$ cat src/rtl/fetch_pkg.sv
// Shared fetch-stage types and constants; the decode stage reuses if_id_t.
// No logic here, so no latency of its own.
// No backpressure: constants and types only.
package fetch_pkg;

  localparam int PC_W    = 8;
  localparam int INSTR_W = 32;
  localparam int DEPTH   = 64;
  localparam int CNT_W   = 16;

  localparam logic [PC_W-1:0]  RESET_PC  = '0;
  localparam logic [PC_W-1:0]  LAST_PC   = PC_W'(DEPTH - 1);
  // One extra bit so that DEPTH itself is representable, even when DEPTH == 2^PC_W.
  localparam logic [PC_W:0]    DEPTH_LIM = (PC_W + 1)'(DEPTH);
  localparam logic [CNT_W-1:0] CNT_MAX   = '1;

  typedef enum logic {
    RUN  = 1'b0,
    HALT = 1'b1
  } fetch_state_t;

  typedef struct packed {
    logic               valid;
    logic [INSTR_W-1:0] instr;
    logic [PC_W-1:0]    pc;
    logic [PC_W-1:0]    pc_plus1;
  } if_id_t;

  // Word-index increment. It wraps in PC_W bits, which is harmless because DEPTH <= 2^PC_W.
  function automatic logic [PC_W-1:0] pc_inc(input logic [PC_W-1:0] pc);
    return pc + PC_W'(1);
  endfunction

endpackage

$ cat src/rtl/fetch_if.sv
// Bus between the fetch stage, the instruction memory and the decode/branch logic.
// Signals are combinational wires, so the bus adds no latency.
// The stall and redirect inputs are the only flow control; the memory is always ready.
interface fetch_if;
  import fetch_pkg::*;

  logic [PC_W-1:0]    imem_pc;
  logic [INSTR_W-1:0] imem_instruction;
  logic               stall;
  logic               redirect_valid;
  logic [PC_W-1:0]    redirect_pc;
  logic               if_id_valid;
  logic [INSTR_W-1:0] if_id_instr;
  logic [PC_W-1:0]    if_id_pc;
  logic [PC_W-1:0]    if_id_pc_plus1;
  logic               halted;
  logic               bad_target;
  logic [CNT_W-1:0]   fetch_count;

  // The fetch unit owns the PC and the IF/ID outputs.
  modport master (
    output imem_pc, if_id_valid, if_id_instr, if_id_pc, if_id_pc_plus1,
           halted, bad_target, fetch_count,
    input  imem_instruction, stall, redirect_valid, redirect_pc
  );

  // Environment side: the memory model plus the downstream hazard and branch logic.
  modport slave (
    input  imem_pc, if_id_valid, if_id_instr, if_id_pc, if_id_pc_plus1,
           halted, bad_target, fetch_count,
    output imem_instruction, stall, redirect_valid, redirect_pc
  );

endinterface

$ cat src/rtl/if_id_reg.sv
// IF/ID pipeline register with load, hold and clear (valid-only) control.
// Latency: one cycle from din to dout on a load.
// Backpressure: when neither load nor clear is asserted the register holds (stall).
module if_id_reg
  import fetch_pkg::*;
(
  input  logic   clk,
  input  logic   rst_n,
  input  logic   load,
  input  logic   clear,
  input  if_id_t din,
  output if_id_t dout
);

  if_id_t r_q, r_d;

  // Load has priority. Clear only drops valid, so the payload of a killed slot stays readable.
  always_comb begin
    r_d = r_q;
    if (load) begin
      r_d = din;
    end else if (clear) begin
      r_d.valid = 1'b0;
    end
  end

  // Register state; reset is asynchronous and zeroes every field.
  always_ff @(posedge clk or negedge rst_n) begin
    if (!rst_n) begin
      r_q <= '0;
    end else begin
      r_q <= r_d;
    end
  end

  assign dout = r_q;

endmodule

$ cat src/rtl/fetch_unit.sv
// Instruction fetch: owns the PC, indexes the memory and fills IF/ID. Handles redirects and end-of-program halt.
// Latency: the word at index k appears on if_id_instr one cycle after imem_pc == k; throughput is 1 per cycle.
// Backpressure: stall holds the PC and IF/ID; a redirect overrides stall and kills the IF/ID slot.
module fetch_unit
  import fetch_pkg::*;
(
  input  logic     clk,
  input  logic     rst_n,
  fetch_if.master  bus
);

  fetch_state_t     state_q, state_d;
  logic [PC_W-1:0]  pc_q, pc_d;
  logic             bad_target_q, bad_target_d;
  logic [CNT_W-1:0] fetch_count_q, fetch_count_d;

  logic   ifid_load;
  logic   ifid_clear;
  logic   target_ok;
  if_id_t ifid_din;
  if_id_t ifid_q;

  assign target_ok = ({1'b0, bus.redirect_pc} < DEPTH_LIM);
  assign ifid_din  = '{valid: 1'b1, instr: bus.imem_instruction, pc: pc_q, pc_plus1: pc_inc(pc_q)};

  // Next state, next PC, IF/ID control and the delivered-instruction counter.
  always_comb begin
    state_d       = state_q;
    pc_d          = pc_q;
    bad_target_d  = bad_target_q;
    fetch_count_d = fetch_count_q;
    ifid_load     = 1'b0;
    ifid_clear    = 1'b0;
    unique case (state_q)
      RUN: begin
        if (bus.redirect_valid) begin
          // The slot in IF/ID is on the wrong path, whatever decode is doing.
          ifid_clear = 1'b1;
          if (target_ok) begin
            pc_d = bus.redirect_pc;
          end else begin
            bad_target_d = 1'b1;
            state_d      = HALT;
          end
        end else if (!bus.stall) begin
          ifid_load = 1'b1;
          if (fetch_count_q != CNT_MAX) begin
            fetch_count_d = fetch_count_q + CNT_W'(1);
          end
          if (pc_q == LAST_PC) begin
            state_d = HALT;
          end else begin
            pc_d = pc_inc(pc_q);
          end
        end
      end
      HALT: begin
        if (bus.redirect_valid) begin
          ifid_clear = 1'b1;
          if (target_ok) begin
            pc_d    = bus.redirect_pc;
            state_d = RUN;
          end else begin
            bad_target_d = 1'b1;
          end
        end else if (!bus.stall) begin
          // Decode has taken the final instruction, so the slot empties.
          ifid_clear = 1'b1;
        end
      end
      default: begin
        state_d = RUN;
      end
    endcase
  end

  // State, PC, sticky error and counter registers.
  always_ff @(posedge clk or negedge rst_n) begin
    if (!rst_n) begin
      state_q       <= RUN;
      pc_q          <= RESET_PC;
      bad_target_q  <= 1'b0;
      fetch_count_q <= '0;
    end else begin
      state_q       <= state_d;
      pc_q          <= pc_d;
      bad_target_q  <= bad_target_d;
      fetch_count_q <= fetch_count_d;
    end
  end

  if_id_reg u_if_id_reg (
    .clk   (clk),
    .rst_n (rst_n),
    .load  (ifid_load),
    .clear (ifid_clear),
    .din   (ifid_din),
    .dout  (ifid_q)
  );

  assign bus.imem_pc        = pc_q;
  assign bus.if_id_valid    = ifid_q.valid;
  assign bus.if_id_instr    = ifid_q.instr;
  assign bus.if_id_pc       = ifid_q.pc;
  assign bus.if_id_pc_plus1 = ifid_q.pc_plus1;
  assign bus.halted         = (state_q == HALT);
  assign bus.bad_target     = bad_target_q;
  assign bus.fetch_count    = fetch_count_q;

endmodule

$ cat src/flat_wrapper.sv
// flat-port wrapper written by rule: the top's interface ports become plain ports
module fetch_unit_flat import fetch_pkg::*;
  (clk, rst_n, bus_imem_pc, bus_if_id_valid, bus_if_id_instr, bus_if_id_pc, bus_if_id_pc_plus1, bus_halted, bus_bad_target, bus_fetch_count, bus_imem_instruction, bus_stall, bus_redirect_valid, bus_redirect_pc);
  fetch_if bus_i ();
  input  logic clk;
  input  logic rst_n;
  output wire logic [$bits(bus_i.imem_pc)-1:0] bus_imem_pc;
  output wire logic [$bits(bus_i.if_id_valid)-1:0] bus_if_id_valid;
  output wire logic [$bits(bus_i.if_id_instr)-1:0] bus_if_id_instr;
  output wire logic [$bits(bus_i.if_id_pc)-1:0] bus_if_id_pc;
  output wire logic [$bits(bus_i.if_id_pc_plus1)-1:0] bus_if_id_pc_plus1;
  output wire logic [$bits(bus_i.halted)-1:0] bus_halted;
  output wire logic [$bits(bus_i.bad_target)-1:0] bus_bad_target;
  output wire logic [$bits(bus_i.fetch_count)-1:0] bus_fetch_count;
  input wire logic [$bits(bus_i.imem_instruction)-1:0] bus_imem_instruction;
  input wire logic [$bits(bus_i.stall)-1:0] bus_stall;
  input wire logic [$bits(bus_i.redirect_valid)-1:0] bus_redirect_valid;
  input wire logic [$bits(bus_i.redirect_pc)-1:0] bus_redirect_pc;
  assign bus_imem_pc = bus_i.imem_pc;
  assign bus_if_id_valid = bus_i.if_id_valid;
  assign bus_if_id_instr = bus_i.if_id_instr;
  assign bus_if_id_pc = bus_i.if_id_pc;
  assign bus_if_id_pc_plus1 = bus_i.if_id_pc_plus1;
  assign bus_halted = bus_i.halted;
  assign bus_bad_target = bus_i.bad_target;
  assign bus_fetch_count = bus_i.fetch_count;
  assign bus_i.imem_instruction = bus_imem_instruction;
  assign bus_i.stall = bus_stall;
  assign bus_i.redirect_valid = bus_redirect_valid;
  assign bus_i.redirect_pc = bus_redirect_pc;
  fetch_unit u_core (.clk(clk), .rst_n(rst_n), .bus(bus_i));
endmodule
$ cat config.mk
export PLATFORM = sky130hd
export DESIGN_NAME = fetch_unit_flat
export DESIGN_NICKNAME = d
export VERILOG_FILES = /design/src/rtl/fetch_pkg.sv /design/src/rtl/fetch_if.sv /design/src/rtl/if_id_reg.sv /design/src/rtl/fetch_unit.sv /design/src/flat_wrapper.sv
export SDC_FILE = /design/constraint.sdc
export NUM_CORES = 1
export LEC_CHECK = 0
export CAP_MARGIN = 20
export CORE_ASPECT_RATIO = 1.25
export CORE_MARGIN = 4
export CORE_UTILIZATION = 59
export DETAILED_ROUTE_END_ITERATION = 12
export DONT_BUFFER_PORTS = 1
export GPL_TIMING_DRIVEN = 0
export PLACE_DENSITY = 0.85
export SYNTH_ARGS = -nofsm -noshare
export SYNTH_HDL_FRONTEND = slang
export SYNTH_SLANG_ARGS = --single-unit
$ cat constraint.sdc
create_clock -name clk -period 2.9 [get_ports clk]
set_input_delay 0.435 -clock clk [delete_from_list [all_inputs] [get_ports clk]]
set_output_delay 0.435 -clock clk [all_outputs]
set_load 0.01 [all_outputs]
Word level (Yosys, flattened, before mapping). Cells that the tools add are included. W data, S select, Z words.

Bits in registers: 75. Output and inout port bits: 75. Logic and storage cells: 46. Input bits: 44.

Bitwise gates (word level): 4. Muxes and demuxes: 22. Magnitude comparators: 1. Reductions and logical operators: 4. $add $sub $neg: 2. Equality and inequality tests: 5.

Operators with widths (number): $mux W8 (5); $add A16 B1 Y16 const B (1); $ne A16 B16 Y1 const B (1); $pmux W8 S2 (1); $mux W1 (14); $add A8 B1 Y8 const B (1); $eq A8 B6 Y1 const B (1); $lt A8 B7 Y1 const B (1); $ne A3 B3 Y1 const B (2); $not A1 Y1 (4); $pmux W1 S2 (2); $reduce_and A4 Y1 (1); $reduce_and A3 Y1 (1); $ne A2 B2 Y1 const B (1); $reduce_and A2 Y1 (1); $reduce_bool A2 Y1 (1).

Longest topological paths before layout.
Depth in word-level cells: 5. Depth in mapped cells: 6. Gate-level depth less buffers: 5.

Modules after synthesis. A second synthesis with hierarchy kept.

Cells, all modules: 249. Area total of the unflattened synthesis: 3539.6 µm².

By module, submodules not included: if_id_reg (instances 1, area an instance 2070.7 µm², cells an instance 105); fetch_unit (instances 1, area an instance 1468.9 µm², cells an instance 144).

Least setup slack after synthesis. OpenSTA, ideal clock, no wires.

Kind: register to register. Start: register u_core.fetch_count_q[0] (netlist: u_core.bus.fetch_count[0]). End: register u_core.fetch_count_q[2] (netlist: u_core.bus.fetch_count[2]). Path buffers: 0. Setup time: 0.131 ns. Cell stages (with the launch flop): 6. Data required time: 2.769 ns. Data arrival time: 1.722 ns. Setup slack: 1.047 ns. Path through: dfrtp_1 > ha_1 > nand4_2 > or4_4 > and3_1 > xor2_1.

Cells in the longest elaborated chain, start to end: 2. Elaborated cells on any way between the ends: 3. Those cells by class: 1 x add/sub; 1 x eq/ne; 1 x reduce/logical.

RTL lines: start, declared (RTL line fetch_unit.sv:15) `logic [CNT_W-1:0] fetch_count_q, fetch_count_d;`; start signal, assigned (RTL line fetch_unit.sv:88) `fetch_count_q <= fetch_count_d;`; parallel branches: the longest is 2 deep, another holds $add A16 B1 Y16.

Parallel ways; which one is timed is not known. A chain may end at the register's enable or synchronous reset.

Final worst setup path.
Start: register u_core.state_q (netlist: u_core.bus.halted). End: register u_core.pc_q[0] (netlist: u_core.bus.imem_pc[0]).

Cells in the longest elaborated chain, start to end: 3. Elaborated cells on any way between the ends: 6. Those cells by class: 3 x eq/ne; 1 x mux; 1 x bitwise; 1 x reduce/logical.

RTL lines: start, declared (RTL line fetch_unit.sv:12) `fetch_state_t state_q, state_d;`; start signal, assigned (RTL line fetch_unit.sv:85) `state_q <= state_d;`; $not A1 Y1; $ne A3 B3 Y1 (no line); $reduce_and A3 Y1 (no line); end signal, assigned (RTL line fetch_unit.sv:86) `pc_q <= pc_d;`; end, declared (RTL line fetch_unit.sv:13) `logic [PC_W-1:0] pc_q, pc_d;`.

Parallel ways exist; a longest one is shown, timed or not.

==> run_results.csv <==
group,metric,value,unit
drt,firstDrtPassIters,4,
clocking,cts_max_level,3,
clocking,cts-root-buf,"clkbuf_8",
power,ir_drop,0.000488,V
sta,max_slew.worst_pin.slew,582,ps
synthesis,synth_most_common_cell,"nand2_1",
clocking,clock-sinks,75,
sta,rsz0062_at_grt,"false",
floorplanning,chipWidth,75.3,um
placement,port_buffers,0,
floorplanning,io_pins,119,
global_route,grt_pass1_wl,12.3,mm
finish,area_growth,8.70,%
setup_path,required,3150,ps
floorplanning,placeableCoreArea,5440,um^2
hold_path,worstHoldPathType,"in2reg",
setup_path,cp_slowest_cell,"dfrtp_1",
clocking,cts-resized-gates,0,
setup_path,worst_setup_path_start_kind,"register",
power,finalPower,2.75,mW
synthesis,synth_commonest_cells,"133 x nand2_1, 75 x dfrtp_1, 15 x clkbuf_1",
setup_path,startpoint,"u_core.bus.halted",
finish,layout-drive-gt1-share,8.58,%
sta,setup_viol,0,
synthesis,synthDistinctLibCells,51,
setup_path,critPathMaxFanout,10,
setup_path,cp.arrival,2340,ps
setup_path,cp-end-kind,"register",
clocking,cts_buffers,9,
synthesis,yosysWarnings,0,
synthesis,synth_area,3340,um^2
floorplanning,initial_core_util,61.3,%
clocking,cts_setup_buffers,0,
synthesis,syn_nets,401,
clocking,path_clk_slew,70,ps
global_route,track_usage,23.2,%
synthesis,synth_top_area_share,56.2,%
synthesis,avgSynthCellArea,9.40,um^2
global_route,grt_pass1_vias,2555,
synthesis,ys_async_sr_fraction,100,%
setup_path,path_cells,"or2_1 > clkbuf_1 > nor2_1 > clkbuf_1 > a21oi_1 > o31ai_1",
clocking,cts_tree,"built",
power,leakage,1.73,nW
setup_path,crit_type,"reg2reg",
sta,finalCritPeriodShare,72.4,%
clocking,clockBufferDepth,2,
clocking,clk_latency,340,ps
global_route,grt_max_degree,76,
synthesis,yosys_most_used_dff,"dfrtp_1",
flow_run,drv_cap,0,
synthesis,synth-seq-cells,75,
setup_path,regToRegSetupSlack,800,ps
synthesis,synth_edf_count,0,
placement,detailed_place_hpwl,5.35,mm
drt,routed_wl,7.28,mm
setup_path,max_stage_delay,480,ps
drt,remaining_drc_errors,0,
placement,place_congestion,0.833,
hold_path,hp-start,"bus_imem_instruction[5]",
setup_path,reg2reg_depth,6,
setup_path,cp_common_cell,"clkbuf_1",
sta,finalHoldViolCount,0,
drt,route.vias.total,2490,
power,p_per_area,758,nW/um^2
drt,wl_per_cell,16.7,um
sta,skew,13.6,ps
synthesis,syn_inst,355,
setup_path,r2r-start,"u_core.bus.halted",
sta,period_needed,2100,ps
setup_path,r2r-end,"u_core.bus.imem_pc[0]",
synthesis,yosys-top-cells-area,"dfrtp_1 56%, nand2_1 15%, xnor2_1 3.1%",
finish,n_antenna_cell,0,
outcome,status,"finished clean",
drt,vias_per_cell,5.70,
setup_path,crit_end,"u_core.bus.imem_pc[0]",
finish,layout.nets,414,
floorplanning,die_area,6930,um^2
floorplanning,rows,30,
synthesis,yosys.area.top_type,"dfrtp_1",
sta,max_freq,477,MHz
drt,ant_nets,0,
drt,drtIter0Drc,157,
global_route,grt_remaining_overflow,0,
synthesis,ys_seq_area_share,56.2,%
sta,tns,0,ps
global_route,grt_antenna_before_repair,0,
sta,final_max_slew_viol_count,0,
floorplanning,die_h,92.1,um
sta,slew_headroom,60.9,%
[cell usage in the layout, fill, tap and decap left out, types with 2 or more instances in the layout]
| cell type | n |
|---|---|
| ha_1 | 2 |
| nand2_1 | 133 |
| dfrtp_1 | 75 |
| clkinv_2 | 2 |
| nor2b_1 | 2 |
| a31oi_1 | 2 |
| o21ai_0 | 2 |
| a32oi_1 | 2 |
| and3_1 | 4 |
| nor4_1 | 3 |
| xor2_1 | 6 |
| clkbuf_1 | 18 |
| or2_1 | 2 |
| xnor2_1 | 12 |
| o221ai_1 | 2 |
| clkbuf_8 | 11 |
| o21ai_1 | 13 |
| or3_1 | 2 |
| nand3_1 | 10 |
| buf_4 | 8 |
| nor3_1 | 5 |
| nor2_1 | 10 |
| nand4_1 | 8 |
| a21oi_1 | 6 |
| inv_1 | 3 |
[per-layer routing]
metal | track usage [%] | routed length (um) | vias up | share of wire (%)
met5 | 0 | 0 | - | 0
met4 | 9.18 | 120 | 0 | 1.6
met3 | 6.58 | 626 | 11 | 8.6
met2 | 36.1 | 3600 | 104 | 49
met1 | 30.1 | 2940 | 1172 | 40
li1 | - | - | 1203 | -
[layout make-up]
class | instances | area, um^2
Multi-Input combinational cell | 251 | 1320
Tap cell | 64 | 80.1
Fill cell | 442 | 1820
Clock inverter | 2 | 10.0
Buffer | 25 | 125
Clock buffer | 14 | 163
Inverter | 4 | 15.0
Sequential cell | 75 | 1880
Timing Repair Buffer | 2 | 37.5
[timing repair]
action / 4_1_cts / 5_1_grt
hold buffers: 2 / 0
endpoints found under the setup margin: 0 / 0
hold endpoints to repair: 75 / 0
[how the worst min path moves through the flow]
stage | slack, ps | cells after the start | endpoint
4_1_cts | 190 | 2 | u_core.u_if_id_reg.dout[21]
5_1_grt | 190 | 2 | u_core.u_if_id_reg.dout[25]
3_5_place_dp | 140 | 0 | u_core.u_if_id_reg.dout[10]
6_report | 200 | 2 | u_core.u_if_id_reg.dout[21]
2_1_floorplan | 140 | 0 | u_core.bus.bad_target
3_3_place_gp | 140 | 0 | u_core.bus.imem_pc[2]
[registers in the layout, indices dropped and copies added, names as in the netlist]
signal and flops:
u_core.bus.halted 1, u_core.bus.bad_target 1, u_core.bus.fetch_count 16, u_core.u_if_id_reg.dout 49, u_core.bus.imem_pc 8
[critical path, delay by kind of cell, from the launching register on]
family / cells / cell delay, ps
AOI/OAI and AO/OA: 2 / 290
DFF: 1 / 480
buffers and inverters: 2 / 640
and+or+nand+nor: 2 / 590
[kinds of logic (layout without fill, tap and decap cells)]
| group | Yosys count | after routing | share of synthesized area (%) |
|---|---|---|---|
| AND/OR/NAND/NOR | 188 | 188 | 25.0 |
| flip-flops | 75 | 75 | 56.2 |
| AO/OA/AOI/OAI | 40 | 40 | 7.99 |
| buffers and inverters | 29 | 47 | 4.20 |
| XOR/XNOR | 18 | 18 | 4.72 |
| multiplexers | 3 | 3 | 1.12 |
| adder cells (fa/ha/maj) | 2 | 2 | 0.750 |
[report_power, final]
part	internal (mW)	total [mW]	switching [mW]
logic	0.189	0.437	0.248
registers	1.28	1.60	0.320
clock network	0.356	0.715	0.358
total	1.82	2.75	0.926
[metrics by stage]
| step | cells | utilization [%] | setup WS [ps] | cell area, um^2 | hold WS (ps) |
|---|---|---|---|---|---|
| after global placement | 419 | 62.8 | 780 | 3420 | 141 |
| final | 437 | 66.6 | 801 | 3630 | 203 |
| after global routing | 437 | 66.6 | 572 | 3630 | 191 |
| after floorplan | 355 | - | 1050 | 3340 | 139 |
| after detailed placement | 419 | 62.8 | 755 | 3420 | 141 |
| after CTS | 437 | 66.6 | 746 | 3630 | 191 |
No activity file was read; power rests on OpenSTA's default activity.
